`src/rtl/el2_pkg.sv`:
```
// Shared types for the LSU DCCM read-modify-write sequencer.
// Holds the sequencer state encoding used by el2_lsu_dccm_rmw.
package el2_pkg;

    typedef enum logic [1:0] {
        IDLE = 2'd0,
        RD   = 2'd1,
        CAP  = 2'd2,
        WR   = 2'd3
    } el2_dccm_rmw_state_t;

endpackage

```
`src/rtl/el2_lsu_dccm_byte_merge.sv`:
```
// Per-lane byte merge: lane i takes the new byte when i_be[i], else the old.
// Ports: i_be (lane enables), i_new / i_old (words), o_data (merged word).
module el2_lsu_dccm_byte_merge #(
    parameter int DATA_W = 32
) (
    input  logic [DATA_W/8-1:0] i_be,
    input  logic [DATA_W-1:0]   i_new,
    input  logic [DATA_W-1:0]   i_old,
    output logic [DATA_W-1:0]   o_data
);

    for (genvar g = 0; g < DATA_W/8; g++) begin : g_lane
        assign o_data[8*g +: 8] = i_be[g] ? i_new[8*g +: 8] : i_old[8*g +: 8];
    end

endmodule

```
`src/rtl/el2_lsu_dccm_rmw.sv`:
```
// LSU DCCM request sequencer: loads, full stores and sub-word stores done as
// read-modify-write. Ports: req_* handshake in, rsp_* load data out, busy,
// dccm_* memory enables/addresses/data (hi copies lo). Optional macro
// EL2_DCCM_RMW_FASTWR_EN issues full-word stores in the acceptance cycle.
module el2_lsu_dccm_rmw
    import el2_pkg::*;
#(
    parameter int ADDR_W = 16,
    parameter int DATA_W = 32
) (
    input  logic                clk,
    input  logic                rst_l,
    input  logic                req_valid,
    output logic                req_ready,
    input  logic                req_write,
    input  logic [ADDR_W-1:0]   req_addr,
    input  logic [DATA_W/8-1:0] req_be,
    input  logic [DATA_W-1:0]   req_wdata,
    output logic                rsp_valid,
    output logic [DATA_W-1:0]   rsp_rdata,
    output logic                busy,
    output logic                dccm_wren,
    output logic                dccm_rden,
    output logic [ADDR_W-1:0]   dccm_wr_addr_lo,
    output logic [ADDR_W-1:0]   dccm_wr_addr_hi,
    output logic [ADDR_W-1:0]   dccm_rd_addr_lo,
    output logic [ADDR_W-1:0]   dccm_rd_addr_hi,
    output logic [DATA_W-1:0]   dccm_wr_data_lo,
    output logic [DATA_W-1:0]   dccm_wr_data_hi,
    input  logic [DATA_W-1:0]   dccm_rd_data_lo
);

    localparam int NB = DATA_W / 8;

    el2_dccm_rmw_state_t r_state;
    logic              r_ready;
    logic              r_rsp_valid;
    logic              r_write;
    logic [ADDR_W-1:0] r_addr;
    logic [NB-1:0]     r_be;
    logic [DATA_W-1:0] r_wdata;

    logic              w_xfer;
    logic              w_full;
    logic              w_none;
    logic              w_fast;
    logic              w_to_rd;
    logic              w_to_wr;
    logic [ADDR_W-1:0] w_addr_in;
    logic [DATA_W-1:0] w_merged;

    // r_ready is only ever high in IDLE, so w_xfer implies IDLE.
    assign w_xfer    = req_valid & r_ready;
    assign w_full    = &req_be;
    assign w_none    = ~|req_be;
    assign w_addr_in = req_addr & ~ADDR_W'(3);

`ifdef EL2_DCCM_RMW_FASTWR_EN
    assign w_fast = w_xfer & req_write & w_full;
`else
    assign w_fast = 1'b0;
`endif

    // Loads and partial stores read first; be == 0 stores stay in IDLE.
    assign w_to_rd = w_xfer & (~req_write | (~w_full & ~w_none));
    assign w_to_wr = w_xfer & req_write & w_full & ~w_fast;

    el2_lsu_dccm_byte_merge #(
        .DATA_W (DATA_W)
    ) u_merge (
        .i_be   (r_be),
        .i_new  (r_wdata),
        .i_old  (dccm_rd_data_lo),
        .o_data (w_merged)
    );

    always_ff @(posedge clk) begin
        if (!rst_l) begin
            r_state     <= IDLE;
            r_ready     <= 1'b0;
            r_rsp_valid <= 1'b0;
            r_write     <= 1'b0;
            r_addr      <= '0;
            r_be        <= '0;
            r_wdata     <= '0;
        end else begin
            r_rsp_valid <= 1'b0;
            unique case (r_state)
                IDLE: begin
                    r_ready <= 1'b1;
                    if (w_xfer) begin
                        r_write <= req_write;
                        r_addr  <= w_addr_in;
                        r_be    <= req_be;
                        r_wdata <= req_wdata;
                    end
                    if (w_to_rd) begin
                        r_state <= RD;
                        r_ready <= 1'b0;
                    end else if (w_to_wr) begin
                        r_state <= WR;
                        r_ready <= 1'b0;
                    end
                end
                RD: begin
                    if (r_write) begin
                        r_state <= CAP;
                    end else begin
                        r_state     <= IDLE;
                        r_ready     <= 1'b1;
                        r_rsp_valid <= 1'b1;
                    end
                end
                CAP: begin
                    // Read data for the RD cycle is valid now.
                    r_wdata <= w_merged;
                    r_state <= WR;
                end
                WR: begin
                    r_state <= IDLE;
                    r_ready <= 1'b1;
                end
                default: begin
                    r_state <= IDLE;
                    r_ready <= 1'b1;
                end
            endcase
        end
    end

    assign req_ready       = r_ready;
    assign rsp_valid       = r_rsp_valid;
    assign rsp_rdata       = dccm_rd_data_lo;
    assign busy            = (r_state != IDLE);
    assign dccm_rden       = (r_state == RD);
    assign dccm_wren       = (r_state == WR) | w_fast;
    assign dccm_rd_addr_lo = r_addr;
    assign dccm_rd_addr_hi = r_addr;
    assign dccm_wr_addr_lo = w_fast ? w_addr_in : r_addr;
    assign dccm_wr_addr_hi = dccm_wr_addr_lo;
    assign dccm_wr_data_lo = w_fast ? req_wdata : r_wdata;
    assign dccm_wr_data_hi = dccm_wr_data_lo;

endmodule

```
`config.mk`:
```
export PLATFORM = sky130hd
export DESIGN_NAME = el2_lsu_dccm_rmw
export DESIGN_NICKNAME = d
export VERILOG_FILES = /design/src/rtl/el2_pkg.sv /design/src/rtl/el2_lsu_dccm_byte_merge.sv /design/src/rtl/el2_lsu_dccm_rmw.sv
export SDC_FILE = /design/constraint.sdc
export NUM_CORES = 1
export LEC_CHECK = 0
export BUFFER_PORTS_ARGS = -buffer_cell sky130_fd_sc_hd__buf_2
export CORE_MARGIN = 10
export CORE_UTILIZATION = 44
export CTS_CLUSTER_SIZE = 16
export DETAILED_ROUTE_END_ITERATION = 12
export GPL_ROUTABILITY_DRIVEN = 0
export MAX_ROUTING_LAYER = met4
export PLACE_DENSITY = 0.82
export SYNTH_ARGS = -nofsm -noshare
export SYNTH_HDL_FRONTEND = slang
export SYNTH_HIERARCHICAL = 1
export SYNTH_SLANG_ARGS = --single-unit
export TNS_END_PERCENT = 50
```
`constraint.sdc`:
```
create_clock -name clk -period 2.08 [get_ports clk]
set_input_delay 0.208 -clock clk [delete_from_list [all_inputs] [get_ports clk]]
set_output_delay 0.208 -clock clk [all_outputs]
set_load 0.05 [all_outputs]
```
==> results_dict.tcl <==
set metrics [dict create \
    postCtsHoldBufs 0 \
    wl_met1_um 4801 \
    clkSinkCount 55 \
    clk_pin_slew_worst_paths_ns 0.10 \
    rsz0062_at_grt "false" \
    grt_pass1_wl_um 18420 \
    hold_path_class "in -> reg" \
    routed_wl_um 11720 \
    synth_common_cells "buf_4, nor3_2, dfxtp_1" \
    track_usage 0.1725 \
    seq_area_frac_synth 0.2727 \
    status "complete, no violations" \
    grt_remaining_overflow 0 \
    core_region_area_um2 8806 \
    worstSetupPathType "reg -> reg" \
    grt_max_degree 44 \
    hold_viol_final 0 \
    total_power_mw 3.150 \
    ir_drop_mv 0.3314 \
    grt_pass1_vias 3509 \
    finalSetupTns_ns 0 \
    cts_setup_buffers 0 \
    clock_path_buffers 2 \
    final_nets 647 \
    drtIter0Drc 193 \
    leakagePower_nw 2.320 \
    finClkSkew_ns 0.005459 \
    vias 3314 \
    netlist_instances 438 \
    clock_latency_ns 0.30 \
    ys_async_sr_fraction 0 \
    synth_seq_cells 55 \
    slew_headroom 0.5097 \
    synth.most_common_cell "buf_4" \
    cts_buffers 5 \
    synth_cell_type_count 31 \
    rrSetupSlack_ns 0.40 \
    synthesis.area_um2 4038 \
    ant_nets 0 \
    synth_area_per_cell_um2 9.218 \
    finalMaxSlewViolations 0 \
    synth_edf_count 0 \
    dr_wl_met2_um 5973 \
    cts-resized-gates 0 \
    critical_path_arrival_ns 1.88 \
    synth_top_flop_cell "dfxtp_1" \
    power_density_nw_per_um2 703.6 \
    route.detailed.drc 0 \
    crit_fanout 14 \
    initial_core_util 0.4585 \
    synth_top_area_cell "dfxtp_1" \
    dpl.hpwl_um 9220 \
    avgViaCountPerCell 4.976 \
    fp.dieH_um 115.8 \
    area_growth_syn_to_layout_pct 10.88 \
    wl_met3_um 855 \
    post-route-period-util 0.8097 \
    synth_top_area_frac 0.2727 \
    drive_gt1_frac 0.6344 \
    dieArea_um2 13410 \
    boundaryPins 253 \
    cap_violations 0 \
    cts_max_level 2 \
    fillCellCount 833 \
    startpoint_type "register" \
    highest_layer "met4" \
    first_pass_iters 4 \
    cts_tree "yes" \
    yosysWarningCount 6 \
    fmax_mhz 593.7 \
    antenna_found_initial 0 \
    synth_area_leaders "dfxtp_1, buf_4, nor3_2" \
    setup_violations 0 \
    wl_per_cell_um 17.59 \
    layout_min_cycle_time_ns 1.684 \
    required_ns 2.28 \
    endpoint_kind "register" \
    worstMarginPinSlew_ns 0.7354 \
    n_antenna_cell 0 \
    die_width_um 115.8 \
    placement.io_buffers 242 \
    rows 34 \
    root_buffer "clkbuf_8" \
]
[sequential cells by signal (all words and copies together) (netlist names)]
| register | count |
|---|---|
| r_state | 2 |
| r_write | 1 |
| dccm_wr_data_hi | 32 |
| req_ready | 1 |
| dccm_rd_addr_hi | 14 |
| rsp_valid | 1 |
| r_be | 4 |
[power by group]
group | switching [mW] | total (mW) | internal (mW)
logic | 0.989 | 1.36 | 0.375
registers | 0.0953 | 1.22 | 1.13
clock network | 0.339 | 0.565 | 0.226
total | 1.42 | 3.15 | 1.73
[metrics by stage]
stage	instances	setup slack, ns	area [um^2]	utilization	hold slack [ns]
after floorplan	445	0.5920	4064	-	0.3428
after global placement	660	0.4295	4404	0.5001	0.4494
after detailed placement	660	0.3690	4404	0.5001	0.4560
after CTS	666	0.3495	4477	0.5084	0.1186
after global routing	666	0.2366	4477	0.5084	0.1300
final	666	0.3958	4477	0.5084	0.1311
[logic make-up after synthesis]
family,count (synthesis),synth area share
AND/OR/NAND/NOR,150,0.2507
buffers and inverters,144,0.2742
AO/OA/AOI/OAI,56,0.08243
flip-flops,55,0.2727
multiplexers,32,0.1190
other,1,0.0009288
[layout make-up]
type | instances | area, um^2 | area share
clock buffers | 6 | 72.57 | 0.01621
inverters | 1 | 3.754 | 0.0008385
multi-input cells | 246 | 1868 | 0.4173
flip-flops and latches | 55 | 1101 | 0.2459
well taps | 108 | 135.1 | 0.03018
repair buffers | 250 | 1296 | 0.2895
[placed cells by master, fill, tap and decap left out, types with 2 or more instances in the layout]
master / count
nor3_1: 3
conb_1: 8
buf_12: 2
a21boi_1: 19
dfxtp_1: 55
buf_4: 6
nor3_2: 62
nand2_1: 39
a21oi_1: 2
buf_2: 242
clkbuf_8: 5
nor2_1: 32
and3b_1: 2
o21ai_0: 33
mux2_4: 32
[worst paths after layout]
kind / startpoint / to / cells past startpoint
hold reg to reg: r_write / r_write / 2
setup reg to reg: r_state[0] / dccm_wr_data_hi[13] / 4
setup / recovery: r_state[0] / dccm_wr_data_hi[13] / 4
hold / removal: req_addr[11] / dccm_rd_addr_hi[11] / 3
[routing by layer]
layer | track usage | vias to the layer above
li1 | - | 1571
met1 | 0.2004 | 1593
met2 | 0.3019 | 145
met3 | 0.03514 | 5
met4 | 0.03336 | 0
met5 | - | -
[critical path, stage by stage (launching register included)]
cell and delay (ns):
dfxtp_1 0.41, nand4bb_2 0.58, buf_4 0.37, nor2_1 0.15
nor3_2 0.06
Note: power is estimated with default switching activity, not from simulation.
